### src/rtl/hilo_div_responder.sv
// -----------------------------------------------------------------------------
// hilo_div_responder
//
// Sequential radix-2 restoring divider on the responder side of the EX-stage
// valid/done handshake. The ALU holds valid high and stalls until done. The
// operands are latched at start. One quotient bit is produced per cycle. The
// result {remainder, quotient} is returned for DIV (signed, truncating toward
// zero) and DIVU (unsigned) into HI/LO.
//
// Ports:
//   clk     - core clock; all state updates on the rising edge
//   resetn  - synchronous reset, active low
//   valid   - request; held high by the initiator until done is seen
//   sig     - 1 = signed (DIV), 0 = unsigned (DIVU); sampled with operands
//   _a      - dividend, sampled at start
//   _b      - divisor, sampled at start
//   done    - one-cycle result-valid pulse
//   _c      - {remainder, quotient}; stable from done until the next start
//
// Build option:
//   DIV_EARLY_ZERO_EN - when defined, a start with a zero divisor skips the
//                       iterations and produces done two cycles after start.
// -----------------------------------------------------------------------------
module hilo_div_responder #(
  parameter int WIDTH = 32
) (
  input  logic               clk,
  input  logic               resetn,
  input  logic               valid,
  input  logic               sig,
  input  logic [WIDTH-1:0]   _a,
  input  logic [WIDTH-1:0]   _b,
  output logic               done,
  output logic [2*WIDTH-1:0] _c
);

  localparam int CNT_W = (WIDTH > 1) ? $clog2(WIDTH) : 1;
  localparam logic [CNT_W-1:0] CNT_LAST = CNT_W'(WIDTH - 1);

  typedef enum logic [1:0] {
    S_IDLE,
    S_BUSY,
    S_FIX,
    S_DONE
  } state_t;

  state_t state, state_nxt;

  logic               sig_q;
  logic               sign_a;
  logic               sign_b;
  logic               b_zero;
  logic [WIDTH-1:0]   rem;
  logic [WIDTH-1:0]   quo;
  logic [WIDTH-1:0]   dvsr;
  logic [CNT_W-1:0]   cnt;
  logic [2*WIDTH-1:0] c_q;

  logic [WIDTH-1:0]        abs_a;
  logic [WIDTH-1:0]        abs_b;
  logic                    start_zero;
  logic signed [WIDTH:0]   rem_sh;
  logic signed [WIDTH:0]   trial;
  logic                    trial_neg;
  logic [WIDTH-1:0]        rem_fix;
  logic [WIDTH-1:0]        quo_fix;

  function automatic logic [WIDTH-1:0] negate(input logic [WIDTH-1:0] x);
    return ~x + 1'b1;
  endfunction

  function automatic logic [WIDTH-1:0] magnitude(input logic [WIDTH-1:0] x,
                                                 input logic s);
    return (s && x[WIDTH-1]) ? negate(x) : x;
  endfunction

  assign abs_a = magnitude(_a, sig);
  assign abs_b = magnitude(_b, sig);

`ifdef DIV_EARLY_ZERO_EN
  assign start_zero = (_b == '0);
`else
  assign start_zero = 1'b0;
`endif

  // Iteration: shift {rem, quo} left by one and trial-subtract the divisor.
  // rem < divisor always holds, so the shifted value fits in WIDTH+1 bits.
  // Its MSB is therefore a reliable sign of the trial.
  assign rem_sh    = $signed({rem, quo[WIDTH-1]});
  assign trial     = rem_sh - $signed({1'b0, dvsr});
  assign trial_neg = trial[WIDTH];

  // Sign fix. With a zero divisor the iterations leave quotient = all-ones
  // and remainder = |a|. Re-applying the dividend sign to the remainder
  // restores the original a. The quotient negation is suppressed.
  assign rem_fix = (sig_q && sign_a) ? negate(rem) : rem;
  assign quo_fix = b_zero ? '1 :
                   ((sig_q && (sign_a ^ sign_b)) ? negate(quo) : quo);

  assign done = (state == S_DONE);
  assign _c   = c_q;

  always_comb begin
    state_nxt = state;
    unique case (state)
      S_IDLE: begin
        if (valid) begin
          // A zero divisor with the early option goes straight to the fix
          // step, which then writes {a, all-ones}.
          state_nxt = start_zero ? S_FIX : S_BUSY;
        end
      end
      S_BUSY: begin
        if (!valid)               state_nxt = S_IDLE;
        else if (cnt == CNT_LAST) state_nxt = S_FIX;
      end
      S_FIX: begin
        state_nxt = valid ? S_DONE : S_IDLE;
      end
      S_DONE: begin
        state_nxt = S_IDLE;
      end
      default: state_nxt = S_IDLE;
    endcase
  end

  always_ff @(posedge clk) begin
    if (!resetn) state <= S_IDLE;
    else         state <= state_nxt;
  end

  always_ff @(posedge clk) begin
    if (!resetn) begin
      sig_q  <= 1'b0;
      sign_a <= 1'b0;
      sign_b <= 1'b0;
      b_zero <= 1'b0;
      rem    <= '0;
      quo    <= '0;
      dvsr   <= '0;
      cnt    <= '0;
      c_q    <= '0;
    end else begin
      unique case (state)
        // Start: capture signs and load operand magnitudes.
        S_IDLE: begin
          if (valid) begin
            sig_q  <= sig;
            sign_a <= _a[WIDTH-1];
            sign_b <= _b[WIDTH-1];
            b_zero <= (_b == '0);
            dvsr   <= abs_b;
            cnt    <= '0;
            if (start_zero) begin
              rem <= abs_a;
              quo <= '1;
            end else begin
              rem <= '0;
              quo <= abs_a;
            end
          end
        end
        // Iterate: one quotient bit per cycle.
        S_BUSY: begin
          if (valid) begin
            rem <= trial_neg ? rem_sh[WIDTH-1:0] : trial[WIDTH-1:0];
            quo <= {quo[WIDTH-2:0], ~trial_neg};
            cnt <= cnt + 1'b1;
          end
        end
        // Fix: apply signs and publish the result.
        S_FIX: begin
          if (valid) c_q <= {rem_fix, quo_fix};
        end
        default: ;
      endcase
    end
  end

endmodule

### config.mk
export PLATFORM = sky130hd
export DESIGN_NAME = hilo_div_responder
export DESIGN_NICKNAME = d
export VERILOG_FILES = /design/src/rtl/hilo_div_responder.sv
export SDC_FILE = /design/constraint.sdc
export NUM_CORES = 1
export LEC_CHECK = 0
export BUFFER_PORTS_ARGS = -buffer_cell sky130_fd_sc_hd__clkbuf_2
export CAP_MARGIN = 20
export CORE_MARGIN = 4
export CORE_UTILIZATION = 25
export DETAILED_ROUTE_END_ITERATION = 10
export GPL_TIMING_DRIVEN = 0
export SLEW_MARGIN = 10
export SYNTH_ARGS = -nofsm -noshare
export SYNTH_HDL_FRONTEND = slang
export SYNTH_SLANG_ARGS = --single-unit
### constraint.sdc
create_clock -name clk -period 6 [get_ports clk]
set_input_delay 0.3 -clock clk [delete_from_list [all_inputs] [get_ports clk]]
set_output_delay 0.3 -clock clk [all_outputs]
set_load 0.01 [all_outputs]
==> results of run 1 <==
-- metrics by stage --
step	std cells	hold WS [ns]	area (sq um)	total power, uW	utilization [%]
final	2069	0.113	12500	2770	30.2
after global routing	2069	0.140	12500	2900	30.2
after CTS	2066	0.0908	12400	2800	30.2
after detailed placement	2034	0.446	11900	1660	28.8
after global placement	2034	0.443	11900	1650	28.8
after floorplan	1370	0.432	10500	1520	-
-- Yosys cell counts (5+ instances only) --
| library cell | number |
|---|---|
| clkbuf_1 | 73 |
| nand2_1 | 147 |
| a221oi_1 | 6 |
| nor2_1 | 115 |
| nor4_1 | 12 |
| or3_1 | 18 |
| o21a_1 | 6 |
| a2bb2oi_1 | 9 |
| o31ai_1 | 19 |
| buf_1 | 6 |
| o41ai_1 | 10 |
| mux2i_1 | 24 |
| nor2b_1 | 8 |
| inv_1 | 64 |
| nand2b_1 | 14 |
| a31oi_1 | 7 |
| nand3_1 | 20 |
| o221ai_1 | 26 |
| and2_1 | 8 |
| nand4_1 | 10 |
| xnor2_1 | 71 |
| or4_1 | 5 |
| nor3_1 | 32 |
| a21o_1 | 5 |
| ha_1 | 38 |
| a211oi_1 | 38 |
| o21bai_1 | 6 |
| o211ai_1 | 9 |
| dfxtp_1 | 171 |
| a21oi_1 | 153 |
| o21ai_0 | 129 |
| xor2_1 | 72 |
-- final cells by class --
type                            instances  area (sq um)
Antenna cell                            2          5.00
Clock inverter                         14           161
Sequential cell                       171          3420
Timing Repair Buffer                  133           666
Multi-Input combinational cell       1054          6560
Inverter                               64           240
Tap cell                              532           666
Fill cell                            4429         28700
Buffer                                 81           307
Clock buffer                           18           429
-- cells in the final DEF, fill, tap and decap left out, types with 24 or more instances in the layout --
| cell type | instances |
|---|---|
| inv_1 | 64 |
| nand2_1 | 147 |
| nor3_1 | 32 |
| mux2i_1 | 24 |
| o21ai_0 | 129 |
| xnor2_1 | 71 |
| a211oi_1 | 38 |
| ha_1 | 38 |
| a21oi_1 | 153 |
| clkbuf_2 | 133 |
| o221ai_1 | 26 |
| xor2_1 | 72 |
| dfxtp_1 | 171 |
| nor2_1 | 115 |
| clkbuf_1 | 74 |
-- worst register-to-register path, stage by stage (launching register included) --
cell and delay [ns]:
dfxtp_1 0.41, inv_1 0.12, ha_1 0.24, fa_1 0.41, nor2b_1 0.17, o31a_1 0.18
nor3_1 0.08, o21bai_1 0.26, a21oi_1 0.23, o31ai_1 0.37, xor2_1 0.57, clkbuf_1 0.52
a2bb2oi_1 0.23, o21ai_0 0.09
-- worst max-delay path by stage --
stage	start	endpoint	slack [ns]	depth (start not counted)
3_5_place_dp	quo[31]$_SDFFE_PN0P_	rem[22]$_SDFFE_PN0P_	1.96	13
6_report	quo[31]$_SDFFE_PN0P_	rem[24]$_SDFFE_PN0P_	2.01	13
5_1_grt	quo[31]$_SDFFE_PN0P_	rem[28]$_SDFFE_PN0P_	1.64	13
3_3_place_gp	quo[31]$_SDFFE_PN0P_	rem[30]$_SDFFE_PN0P_	2.00	13
4_1_cts	quo[31]$_SDFFE_PN0P_	rem[22]$_SDFFE_PN0P_	1.94	13
2_1_floorplan	quo[15]$_SDFFE_PN0P_	_c[30]$_SDFFE_PN0P_	2.80	9
-- registers in the layout, summed over array words and instances (netlist names) --
signal  count
_c         64
sign_a      1
sign_b      1
quo        32
state       2
rem        32
cnt         5
b_zero      1
sig_q       1
dvsr       32
-- cells by family after synthesis --
family                     count (synthesis)  synth area share (%)
and+or+nand+nor                          403                  17.5
muxes                                     26                  2.50
adders and majority gates                 39                  4.71
xor gates and xnor gates                 143                  11.9
buffers and inverters                    145                  5.19
AOI/OAI and AO/OA                        443                  25.7
DFF                                      171                  32.5
-- where the power goes --
part,switching (uW),internal (uW),leakage (uW)
clock network,510,623,0.000289
registers,33.1,1170,0.00139
logic,271,164,0.00303
total,815,1960,0.00471
-- layer usage --
| metal | share of wire (%) | track usage (%) | vias up |
|---|---|---|---|
| met5 | 0.037 | 0 | - |
| li1 | - | - | 5185 |
| met2 | 47 | 25.8 | 253 |
| met1 | 45 | 19.8 | 4767 |
| met4 | 3.0 | 6.33 | 2 |
| met3 | 4.8 | 3.14 | 48 |
==> impl_metrics.json, run 1 <==
{
  "ant_nets": 0,
  "synth_area_sq_mm": 0.0105,
  "worstPathCellList": "inv_1 > ha_1 > fa_1 > nor2b_1 > o31a_1 > nor3_1 > o21bai_1 > a21oi_1 > o31ai_1 > xor2_1 > clkbuf_1 > a2bb2oi_1 > o21ai_0",
  "clk_pin_slew_worst_paths_ns": 0.07,
  "pre_cts_ws_ns": 1.96,
  "async_flop_share_pct": 0,
  "ys_warn_count": 0,
  "slowest_delay_ns": 0.57,
  "end_kind": "register",
  "dieArea_sq_mm": 0.0455,
  "routedWlPerCell_um": 17.1,
  "hp-class": "input pin to register",
  "peakVddDrop_uv": 198,
  "max_slew.worst_pin.slew_ns": 0.922,
  "path_buf_inv": 2,
  "place_congestion": 0.907,
  "synth_cells": 1370,
  "ctsHoldBuffers": 0,
  "syn2layout_area_growth_pct": 18.3,
  "pin_count": 133,
  "grt_usage_pct": 15.5,
  "synth_top_cell_by_area": "dfxtp_1",
  "maxCapViolations": 0,
  "synth_area_per_cell_sq_um": 7.68,
  "setup_violations": 0,
  "drt_iter0_drc": 602,
  "hold_depth": 3,
  "reg2reg_to": "rem[24]$_SDFFE_PN0P_",
  "ys_ff_latch": 171,
  "die_y_um": 213,
  "synth_edf_count": 0,
  "clk_path_buf_depth": 2,
  "worst_ep_required_time_ns": 6.33,
  "grt_max_degree": 17,
  "skew_ns": 0.0108,
  "setup_tns_ns": 0,
  "firstDrtPassIters": 5,
  "syn_nets": 1477,
  "finalCriticalPeriod_ns": 3.99,
  "die_w_um": 213,
  "ys_top_cells_by_area": "dfxtp_1 33%, a21oi_1 7.3%, o21ai_0 6.1%",
  "core_area_sq_mm": 0.0412,
  "start_kind": "register",
  "drt-total-wl_mm": 35.4,
  "ctsResizeCount": 0,
  "vias": 10300,
  "core.rowCount": 74,
  "root_buffer": "clkbuf_16",
  "hp-start": "_b[0]",
  "grt_overflow_total": 0,
  "grt_pass1_vias": 9983,
  "ys.flop_type": "dfxtp_1",
  "seq_area_frac_synth_pct": 32.5,
  "ff2ff_path_depth": 13,
  "cts.sinks": 171,
  "dp.final_hpwl_mm": 28.7,
  "worstSetupPathType": "register to register",
  "clk_latency_ns": 0.46,
  "final_net_count": 1629,
  "grt_pass1_wl_mm": 55.4,
  "yosysUniqueCellTypes": 55,
  "worst_slack_ns": 2.01,
  "slew_headroom_pct": 38.5,
  "min_to": "dvsr[0]$_SDFFE_PN0P_",
  "h-tree-depth": 4,
  "period_share_pct": 66.5,
  "status": "completed",
  "rsz0062_at_grt": "no",
  "crit_path_top_delay_cell": "xor2_1",
  "arrival_ns": 4.32,
  "vias_per_cell": 4.96,
  "portBuffers": 132,
  "fmax_mhz": 251,
  "synth_top_area_share_pct": 32.5,
  "antenna_found_initial": 3,
  "drt_drc_violations_left": 0,
  "slew_violations": 0,
  "cts-buffers-inserted": 17,
  "p_per_area_mw_per_mm2": 223,
  "p_leak_uw": 0.00471,
  "post_cts_buffers": 0,
  "r2r_slack_ns": 2.01,
  "start_util_pct": 25.5,
  "hold_viol_final": 0,
  "worstPathMaxFanout": 10,
  "cp_top_family": "compound AO/OA/AOI/OAI gates",
  "cts_tree": "done",
  "final_layout_size_suffix_gt1_share_pct": 11.3,
  "regToRegStartpoint": "quo[31]$_SDFFE_PN0P_"
}
Note: power is estimated with default switching activity, not from simulation.
==> inputs of run 2 (changes only) <==
==> constraint.sdc (replaced) <==
create_clock -name clk -period 3.2 [get_ports clk]
set_input_delay 0.16 -clock clk [delete_from_list [all_inputs] [get_ports clk]]
set_output_delay 0.16 -clock clk [all_outputs]
set_load 0.01 [all_outputs]
==> run 2 against run 1 <==
  * The flow now finishes with violations (setup timing)
  * Fmax up 21%
  * Flip-flop and latch count stayed put
  * Cell count up 0.68%
  * First-iteration DRC count increased by 25%
  * Global-route usage down 0.17 points
  * Sequential power is 88% higher
  * Register-to-register slack got worse by 2.1 ns
  * Combinational power increased by 97%
==> impl_metrics.json, run 2 (synthesis gave the netlist of run 1 again) <==
{
  "die_y_um": 213,
  "routedWlPerCell_um": 17.2,
  "layoutNonFillerInstCount": 2083,
  "final_common_cell": "dfxtp_1",
  "grt_usage_pct": 15.4,
  "dp.final_hpwl_mm": 28.3,
  "worstPathMaxFanout": 2,
  "fin_area_sq_mm": 0.0128,
  "largest_reg_flops": 64,
  "pin_count": 133,
  "h-tree-depth": 4,
  "vias": 10400,
  "rsz0062_at_grt": "yes",
  "slew_headroom_pct": 32.2,
  "cp_top_family": "simple AND/OR/NAND/NOR gates",
  "clk_latency_ns": 0.46,
  "end_kind": "register",
  "antenna_found_initial": 5,
  "setup_violations": 2,
  "grt_pass1_vias": 9961,
  "fmax_mhz": 303,
  "total_power_uw": 5290,
  "drt_drc_violations_left": 0,
  "vias_per_cell": 5.00,
  "dpl_cell_area_sq_mm": 0.0119,
  "worstPathCellList": "or3_4 > or4_4 > or4_4 > or3_4 > or3_4 > or3_4 > o41ai_4 > xor2_1 > a21oi_1",
  "cts_tree": "done",
  "core_area_sq_mm": 0.0412,
  "start_util_pct": 25.5,
  "finalCriticalPeriod_ns": 3.30,
  "place_congestion": 0.866,
  "worstSetupPathType": "register to register",
  "fill_cells": 4412,
  "arrival_ns": 3.62,
  "hp-start": "_b[24]",
  "die_w_um": 213,
  "firstDrtPassIters": 5,
  "worst_ep_required_time_ns": 3.52,
  "syn2layout_area_growth_pct": 21.2,
  "start_kind": "register",
  "ant_nets": 0,
  "pre_cts_ws_ns": -0.906,
  "setup_tns_ns": -0.180,
  "grt_pass1_wl_mm": 55.4,
  "violations": "setup timing",
  "p_leak_uw": 0.00483,
  "dp.cells": 2034,
  "core.rowCount": 74,
  "hp-class": "input pin to register",
  "final_net_count": 1643,
  "p_per_area_mw_per_mm2": 415,
  "cts-buffers-inserted": 17,
  "hold_viol_final": 0,
  "worst_slack_ns": -0.101,
  "cts.sinks": 171,
  "cp-startpoint": "quo[15]$_SDFFE_PN0P_",
  "drt_iter0_drc": 754,
  "layout_common_cells": "165 x dfxtp_1, 150 x a21oi_1, 146 x nand2_1, 132 x clkbuf_2, 122 x o21ai_0",
  "grt_overflow_total": 0,
  "slowest_delay_ns": 0.44,
  "skew_ns": 0.0141,
  "slew_violations": 0,
  "max_slew.worst_pin.slew_ns": 1.00,
  "crit_path_top_delay_cell": "or4_4",
  "portBuffers": 132,
  "path_common_cell": "or3_4",
  "clk_pin_slew_worst_paths_ns": 0.08,
  "dieArea_sq_mm": 0.0455,
  "root_buffer": "clkbuf_16",
  "grt_max_degree": 18,
  "status": "finished, violations left",
  "regToRegStartpoint": "quo[15]$_SDFFE_PN0P_",
  "final_layout_size_suffix_gt1_share_pct": 13.6,
  "maxCapViolations": 0,
  "path_buf_inv": 0,
  "peakVddDrop_uv": 387,
  "clk_path_buf_depth": 2,
  "drt-total-wl_mm": 35.7,
  "period_share_pct": 103
}
[run 2: changes by cell type in the layout (fill, tap and decap cells not counted), moves of 4 or more]
cell | before | now
o21ai_1 | 0 | 7
inv_6 | 3 | 7
dfxtp_2 | 0 | 4
buf_4 | 0 | 12
dfxtp_1 | 171 | 165
o21ai_0 | 129 | 122
[run 2: area by class of cell]
class	instances	area (sq um)	area share, %
repair buffers	148	810	6.35
flip-flops and latches	171	3440	26.9
multi-input cells	1054	6670	52.3
inverters	64	240	1.88
plain buffers	80	328	2.57
clock inverters	14	168	1.31
well taps	532	666	5.22
clock buffers	18	439	3.44
diodes	2	5.00	0.0392
[run 2: tightest hold or removal path: cells and delay by family]
kind,cells,cell delay (ns)
compound gates,1,0.13
xor+xnor,1,0.06
buf+inv,1,0.10
[run 2: path summary, 6_finish.rpt]
kind | slack [ns] | to | cells after the start
worst max-delay path | -0.10 | _c[30]$_SDFFE_PN0P_ | 9
worst min-delay path | 0.02 | dvsr[24]$_SDFFE_PN0P_ | 3
worst max register to register | -0.10 | _c[30]$_SDFFE_PN0P_ | 9
worst min register to register | 0.45 | _c[60]$_SDFFE_PN0P_ | 2
[run 2: report_power, final]
group	switching [uW]	internal (uW)	leakage [uW]
logic	523	332	0.00314
registers	61.1	2190	0.00139
clock network	985	1200	0.000293
[run 2: timing repair]
action                                  CTS  global route
hold buffers                              3             0
gates resized for setup                  23            24
endpoints found under the setup margin   37            39
endpoints found under the hold margin     3             0
gates cloned                              0             1
buffers inserted                          8             4
pin swaps                                 4            10
[run 2: stage by stage]
stage               utilization (%)  hold WS (ns)
finish                         31.0        0.0237
floorplan                         -         0.296
detailed placement             28.8         0.439
global placement               28.8         0.425
global route                   31.0        0.0418
CTS                            30.7       0.00575
[run 2: per-layer routing]
| layer | global-route usage [%] | vias up | share of wire, % |
|---|---|---|---|
| met3 | 3.34 | 38 | 5.4 |
| li1 | - | 5215 | - |
| met5 | 0 | - | 0.081 |
| met1 | 19.9 | 4884 | 45 |
| met2 | 25.7 | 274 | 48 |
| met4 | 4.61 | 6 | 1.6 |
